**config.mk**
```make
export PLATFORM = sky130hd
export DESIGN_NAME = vga_timing_gen
export DESIGN_NICKNAME = d
export VERILOG_FILES = /design/src/rtl/vga_timing_gen.sv
export SDC_FILE = /design/constraint.sdc
export NUM_CORES = 1
export LEC_CHECK = 0
export CORE_MARGIN = 2
export CORE_UTILIZATION = 40
export DETAILED_ROUTE_END_ITERATION = 10
export MAX_ROUTING_LAYER = met4
export PLACE_DENSITY = 0.65
export SYNTH_ARGS = -nofsm -noshare
export SYNTH_HDL_FRONTEND = slang
export SYNTH_SLANG_ARGS = --single-unit
```
**constraint.sdc**
```tcl
create_clock -name vga_clk -period 5.7 [get_ports vga_clk]
set_input_delay 0.855 -clock vga_clk [delete_from_list [all_inputs] [get_ports vga_clk]]
set_output_delay 0.855 -clock vga_clk [all_outputs]
set_load 0.02 [all_outputs]
```
**src/rtl/vga_timing_gen.sv**
```systemverilog
// vga_timing_gen: 640x480@60 pixel-timing master (DrawX/DrawY, sync, blank, frame count)
//   vga_clk      pixel clock, all logic on rising edge
//   reset        synchronous active-high reset
//   DrawX/DrawY  pixel/line counters, 0..H_TOTAL-1 / 0..V_TOTAL-1
//   hs/vs        active-low syncs aligned to DrawX/DrawY
//   blank        1 = visible pixel
//   line_start   pulse while DrawX==0; frame_start pulse while DrawX==0 && DrawY==0
//   frame_count  frames completed since reset, wraps mod 2^16
//   hs_d/vs_d/blank_d  hs/vs/blank delayed PIPE_DELAY cycles to match renderer RGB latency
module vga_timing_gen #(
    parameter int H_VISIBLE  = 640,
    parameter int H_FP       = 16,
    parameter int H_SYNC     = 96,
    parameter int H_BP       = 48,
    parameter int V_VISIBLE  = 480,
    parameter int V_FP       = 10,
    parameter int V_SYNC     = 2,
    parameter int V_BP       = 33,
    parameter int PIPE_DELAY = 2
) (
    input  logic        vga_clk,
    input  logic        reset,
    output logic [9:0]  DrawX,
    output logic [9:0]  DrawY,
    output logic        hs,
    output logic        vs,
    output logic        blank,
    output logic        line_start,
    output logic        frame_start,
    output logic [15:0] frame_count,
    output logic        hs_d,
    output logic        vs_d,
    output logic        blank_d
);
    localparam int H_TOTAL = H_VISIBLE + H_FP + H_SYNC + H_BP;
    localparam int V_TOTAL = V_VISIBLE + V_FP + V_SYNC + V_BP;
    localparam logic [9:0] X_LAST = 10'(H_TOTAL - 1);
    localparam logic [9:0] Y_LAST = 10'(V_TOTAL - 1);
    localparam logic [9:0] HS_LO  = 10'(H_VISIBLE + H_FP);
    localparam logic [9:0] HS_HI  = 10'(H_VISIBLE + H_FP + H_SYNC);
    localparam logic [9:0] VS_LO  = 10'(V_VISIBLE + V_FP);
    localparam logic [9:0] VS_HI  = 10'(V_VISIBLE + V_FP + V_SYNC);
    localparam logic [9:0] HV     = 10'(H_VISIBLE);
    localparam logic [9:0] VV     = 10'(V_VISIBLE);

    if (H_TOTAL > 1024 || V_TOTAL > 1024) begin : g_bad_total
        $error("vga_timing_gen: H_TOTAL/V_TOTAL above 1024 do not fit 10-bit counters");
    end
    if (PIPE_DELAY < 0 || PIPE_DELAY > 7) begin : g_bad_delay
        $error("vga_timing_gen: PIPE_DELAY must be 0..7");
    end

    logic       w_x_end;
    logic       w_y_end;
    logic [9:0] w_nx;
    logic [9:0] w_ny;

    assign w_x_end = DrawX == X_LAST;
    assign w_y_end = DrawY == Y_LAST;
    assign w_nx    = w_x_end ? 10'd0 : DrawX + 10'd1;
    assign w_ny    = w_x_end ? (w_y_end ? 10'd0 : DrawY + 10'd1) : DrawY;

    // Decode from the next counter value so every output flips on the same edge as DrawX/DrawY.
    always_ff @(posedge vga_clk) begin
        if (reset) begin
            DrawX       <= '0;
            DrawY       <= '0;
            hs          <= 1'b1;
            vs          <= 1'b1;
            blank       <= 1'b0;
            line_start  <= 1'b0;
            frame_start <= 1'b0;
            frame_count <= '0;
        end else begin
            DrawX       <= w_nx;
            DrawY       <= w_ny;
            hs          <= !(w_nx >= HS_LO && w_nx < HS_HI);
            vs          <= !(w_ny >= VS_LO && w_ny < VS_HI);
            blank       <= w_nx < HV && w_ny < VV;
            line_start  <= w_nx == 10'd0;
            frame_start <= w_nx == 10'd0 && w_ny == 10'd0;
            frame_count <= frame_count + 16'(w_x_end && w_y_end);
        end
    end

    if (PIPE_DELAY == 0) begin : g_nodelay
        assign {hs_d, vs_d, blank_d} = {hs, vs, blank};
    end else begin : g_pipe
        // Each stage holds {hs, vs, blank}; reset fills it with the idle pattern.
        logic [2:0] r_pipe [PIPE_DELAY];
        always_ff @(posedge vga_clk) begin
            if (reset) begin
                for (int i = 0; i < PIPE_DELAY; i++) r_pipe[i] <= 3'b110;
            end else begin
                for (int i = PIPE_DELAY - 1; i > 0; i--) r_pipe[i] <= r_pipe[i-1];
                r_pipe[0] <= {hs, vs, blank};
            end
        end
        assign {hs_d, vs_d, blank_d} = r_pipe[PIPE_DELAY-1];
    end
endmodule
```
==> load_flow_metrics.sql <==
INSERT INTO impl_metrics (metric_group, metric, value, unit) VALUES
('finish', 'finish.utilization', '53.31', '%'),
('setup_path', 'critical_path_class', 'reg2reg', ''),
('timing', 'min_period', '3260', 'ps'),
('floorplan', 'die_w', '77.39', 'um'),
('timing', 'maxSlewHeadroom', '32.05', '%'),
('global_route', 'grt_first_pass_wirelength', '8238', 'um'),
('timing', 'setup_viol_count_final', '0', ''),
('finish', 'syn_to_final_growth', '27.18', '%'),
('power_and_ir_drop', 'max-vdd-ir-drop', '156.3', 'uV'),
('setup_path', 'reg2reg_from', 'DrawY[0]$_SDFF_PP0_', ''),
('finish', 'seqCellArea', '940.9', 'um2'),
('finish', 'drive_gt1_share', '6.643', '%'),
('timing', 'final_hold_viol_count', '0', ''),
('synthesis', 'synth-seq-cells', '47', ''),
('route', 'drt-pass1-iter-count', '4', ''),
('route', 'drt_drc_violations_left', '0', ''),
('finish', 'multiInputGateArea', '1129', 'um2'),
('finish', 'antenna_cell_count', '0', ''),
('setup_path', 'rr_endpoint', 'frame_count[10]$_SDFF_PP0_', ''),
('synthesis', 'netlist_top_cells_area', 'dfxtp_1, nor2_1, xor2_1', ''),
('place', 'port_buffers', '45', ''),
('synthesis', 'async_flop_share', '0', '%'),
('synthesis', 'mappedNetlistArea', '2155', 'um2'),
('setup_path', 'startpoint_type', 'flop', ''),
('synthesis', 'synth_commonest_cells', 'dfxtp_1, nor2_1, nand3_1', ''),
('setup_path', 'crit_path_end_kind', 'flop', ''),
('setup_path', 'crit_end', 'frame_count[10]$_SDFF_PP0_', ''),
('floorplan', 'fp-row-count', '26', ''),
('synthesis', 'most_repeated_cell_in_the_gate_level_netlist_after_synthesis', 'dfxtp_1', ''),
('setup_path', 'r2r.worst_path.cells', '11', ''),
('flow_run', 'cap_viol_max_count', '0', ''),
('route', 'num_vias', '1834', ''),
('clocking', 'cts_buffers', '5', ''),
('global_route', 'grt_start_max_net_pins', '45', ''),
('floorplan', 'core_region_area', '5140', 'um2'),
('global_route', 'number_of_global_route_vias_before_repair', '1741', ''),
('synthesis', 'number_of_synthesized_flops_with_an_enable_pin', '0', ''),
('synthesis', 'synth-warning-count', '0', ''),
('power_and_ir_drop', 'static-leakage-power', '0.9417', 'nW'),
('synthesis', 'synthesis.area_per_instance', '8.867', 'um2'),
('timing', 'rsz0062_at_grt', 'false', ''),
('clocking', 'cts_sinks', '47', ''),
('global_route', 'overflow', '0', ''),
('route', 'antenna_left', '0', ''),
('place', 'place_worst_setup_slack', '2484', 'ps'),
('synthesis', 'synth_top_flop_cell', 'dfxtp_1', ''),
('timing', 'setup_tns', '0', 'ps'),
('synthesis', 'post-synth-top-area-cell', 'dfxtp_1', ''),
('place', 'post-place-cells', '349', ''),
('hold_path', 'min_path_type', 'reg2reg', ''),
('place', 'hpwlAfterDp', '3430', 'um'),
('global_route', 'antenna_found_initial', '0', ''),
('setup_path', 'timing.reg2reg.setup_slack', '2440', 'ps'),
('place', 'gp_congestion', '0.8253', ''),
('timing', 'setup_slack', '2440', 'ps'),
('clocking', 'cts_buffer_depth', '2', ''),
('finish', 'layout.nets', '293', ''),
('power_and_ir_drop', 'power_density', '213.8', 'nW/um2'),
('floorplan', 'die_y', '77.39', 'um'),
('timing', 'final-max-slew-violation-count', '0', ''),
('synthesis', 'syn_inst', '243', ''),
('route', 'avgRoutedWirePerCell', '13.32', 'um'),
('synthesis', 'ys_seq_area_share', '43.67', '%'),
('finish', 'final_cells', '356', ''),
('outcome', 'status', 'finished, final reports clean', ''),
('timing', 'worst_slew_pin_slew', '1010', 'ps'),
('floorplan', 'design.die.area', '5989', 'um2'),
('global_route', 'grt.total_usage', '17.31', '%'),
('setup_path', 'worstPathRequired', '5930', 'ps'),
('setup_path', 'endpoint_arrival_time_on_the_critical_path', '3490', 'ps'),
('clocking', 'clock_tree_from_tritoncts', 'done', '');
## placed cells by master (no fill, tap or decap), types with 2 or more instances in the layout
cell type,count
a21o_1,2
ha_1,5
nand3_1,17
and3_1,5
clkdlybuf4s50_1,45
nor3_1,10
a211oi_1,2
o21ai_0,11
a21oi_1,8
xnor2_1,12
and4b_1,2
clkbuf_8,5
and2_1,2
dfxtp_1,47
nor2b_1,6
nand4b_1,2
nand4_1,6
o31ai_1,3
xor2_1,13
inv_1,4
or2_2,4
nor4_1,2
or3_1,5
nand2_1,12
buf_4,2
nor2_1,35
and4_1,2
## cell families (layout without fill, tap and decap cells)
kind of cell               Yosys count  after routing  share of synthesized area [%]
AOI/OAI and AO/OA                   32             32                          9.117
and+or+nand+nor                    119            119                          30.20
DFF                                 47             47                          43.67
adders and majority gates            5              5                          2.904
xor gates and xnor gates            25             25                          10.16
buffers and inverters               15             58                          3.948
## power by group
part | switching [mW] | internal, mW
logic | 0.0103 | 0.00741
clock network | 0.105 | 0.129
registers | 0.00378 | 0.331
## worst min-delay path by stage
stage / start / end / depth (start not counted)
global route: g_pipe.r_pipe[0][1]$_SDFF_PP1_ / g_pipe.r_pipe[0][4]$_SDFF_PP1_ / 1
detailed placement: g_pipe.r_pipe[0][1]$_SDFF_PP1_ / g_pipe.r_pipe[0][4]$_SDFF_PP1_ / 1
finish: g_pipe.r_pipe[0][1]$_SDFF_PP1_ / g_pipe.r_pipe[0][4]$_SDFF_PP1_ / 1
global placement: g_pipe.r_pipe[0][2]$_SDFF_PP1_ / g_pipe.r_pipe[0][5]$_SDFF_PP1_ / 1
floorplan: g_pipe.r_pipe[0][1]$_SDFF_PP1_ / g_pipe.r_pipe[0][4]$_SDFF_PP1_ / 1
CTS: g_pipe.r_pipe[0][1]$_SDFF_PP1_ / g_pipe.r_pipe[0][4]$_SDFF_PP1_ / 1
## flip-flops by register name, indices dropped and copies added (netlist names)
register and cells:
g_pipe.r_pipe 6, frame_start 1, frame_count 16, line_start 1, DrawX 10, vs 1
DrawY 10, hs 1, blank 1
## layer usage
| layer | vias up | wire (um) | part of all wire, % | global-route usage (%) |
|---|---|---|---|---|
| li1 | 933 | - | - | - |
| met2 | 50 | 2192 | 46 | 27.65 |
| met5 | - | 0 | 0 | - |
| met3 | 7 | 211 | 4.4 | 4.535 |
| met4 | 0 | 69 | 1.5 | 5.357 |
| met1 | 844 | 2269 | 48 | 21.52 |
## worst max-delay path, stage by stage, from the launching register on
cell and delay, ps:
dfxtp_1 400, inv_1 110, ha_1 140, nand4_1 90
nor4_1 840, and2_1 310, ha_1 190, ha_1 190
and4_1 220, nand4_1 180, or3_1 380, a21oi_1 130
## layout make-up
type / count / area share, %
clock buffers: 6 / 2.648
well taps: 70 / 3.196
flip-flops and latches: 47 / 34.34
repair buffers: 47 / 16.99
multi-input cells: 181 / 41.19
clock inverters: 1 / 1.096
inverters: 4 / 0.5479
## stage by stage
stage | hold slack, ps | instance area (um2) | power [mW]
after floorplan | 389.5 | 2155 | 0.3531
after global placement | 392.9 | 2638 | 0.3605
after detailed placement | 393.6 | 2638 | 0.3603
after CTS | 412.9 | 2740 | 0.5931
after global routing | 438.0 | 2740 | 0.6115
final | 411.8 | 2740 | 0.5859
No activity file was read; power rests on OpenSTA's default activity.
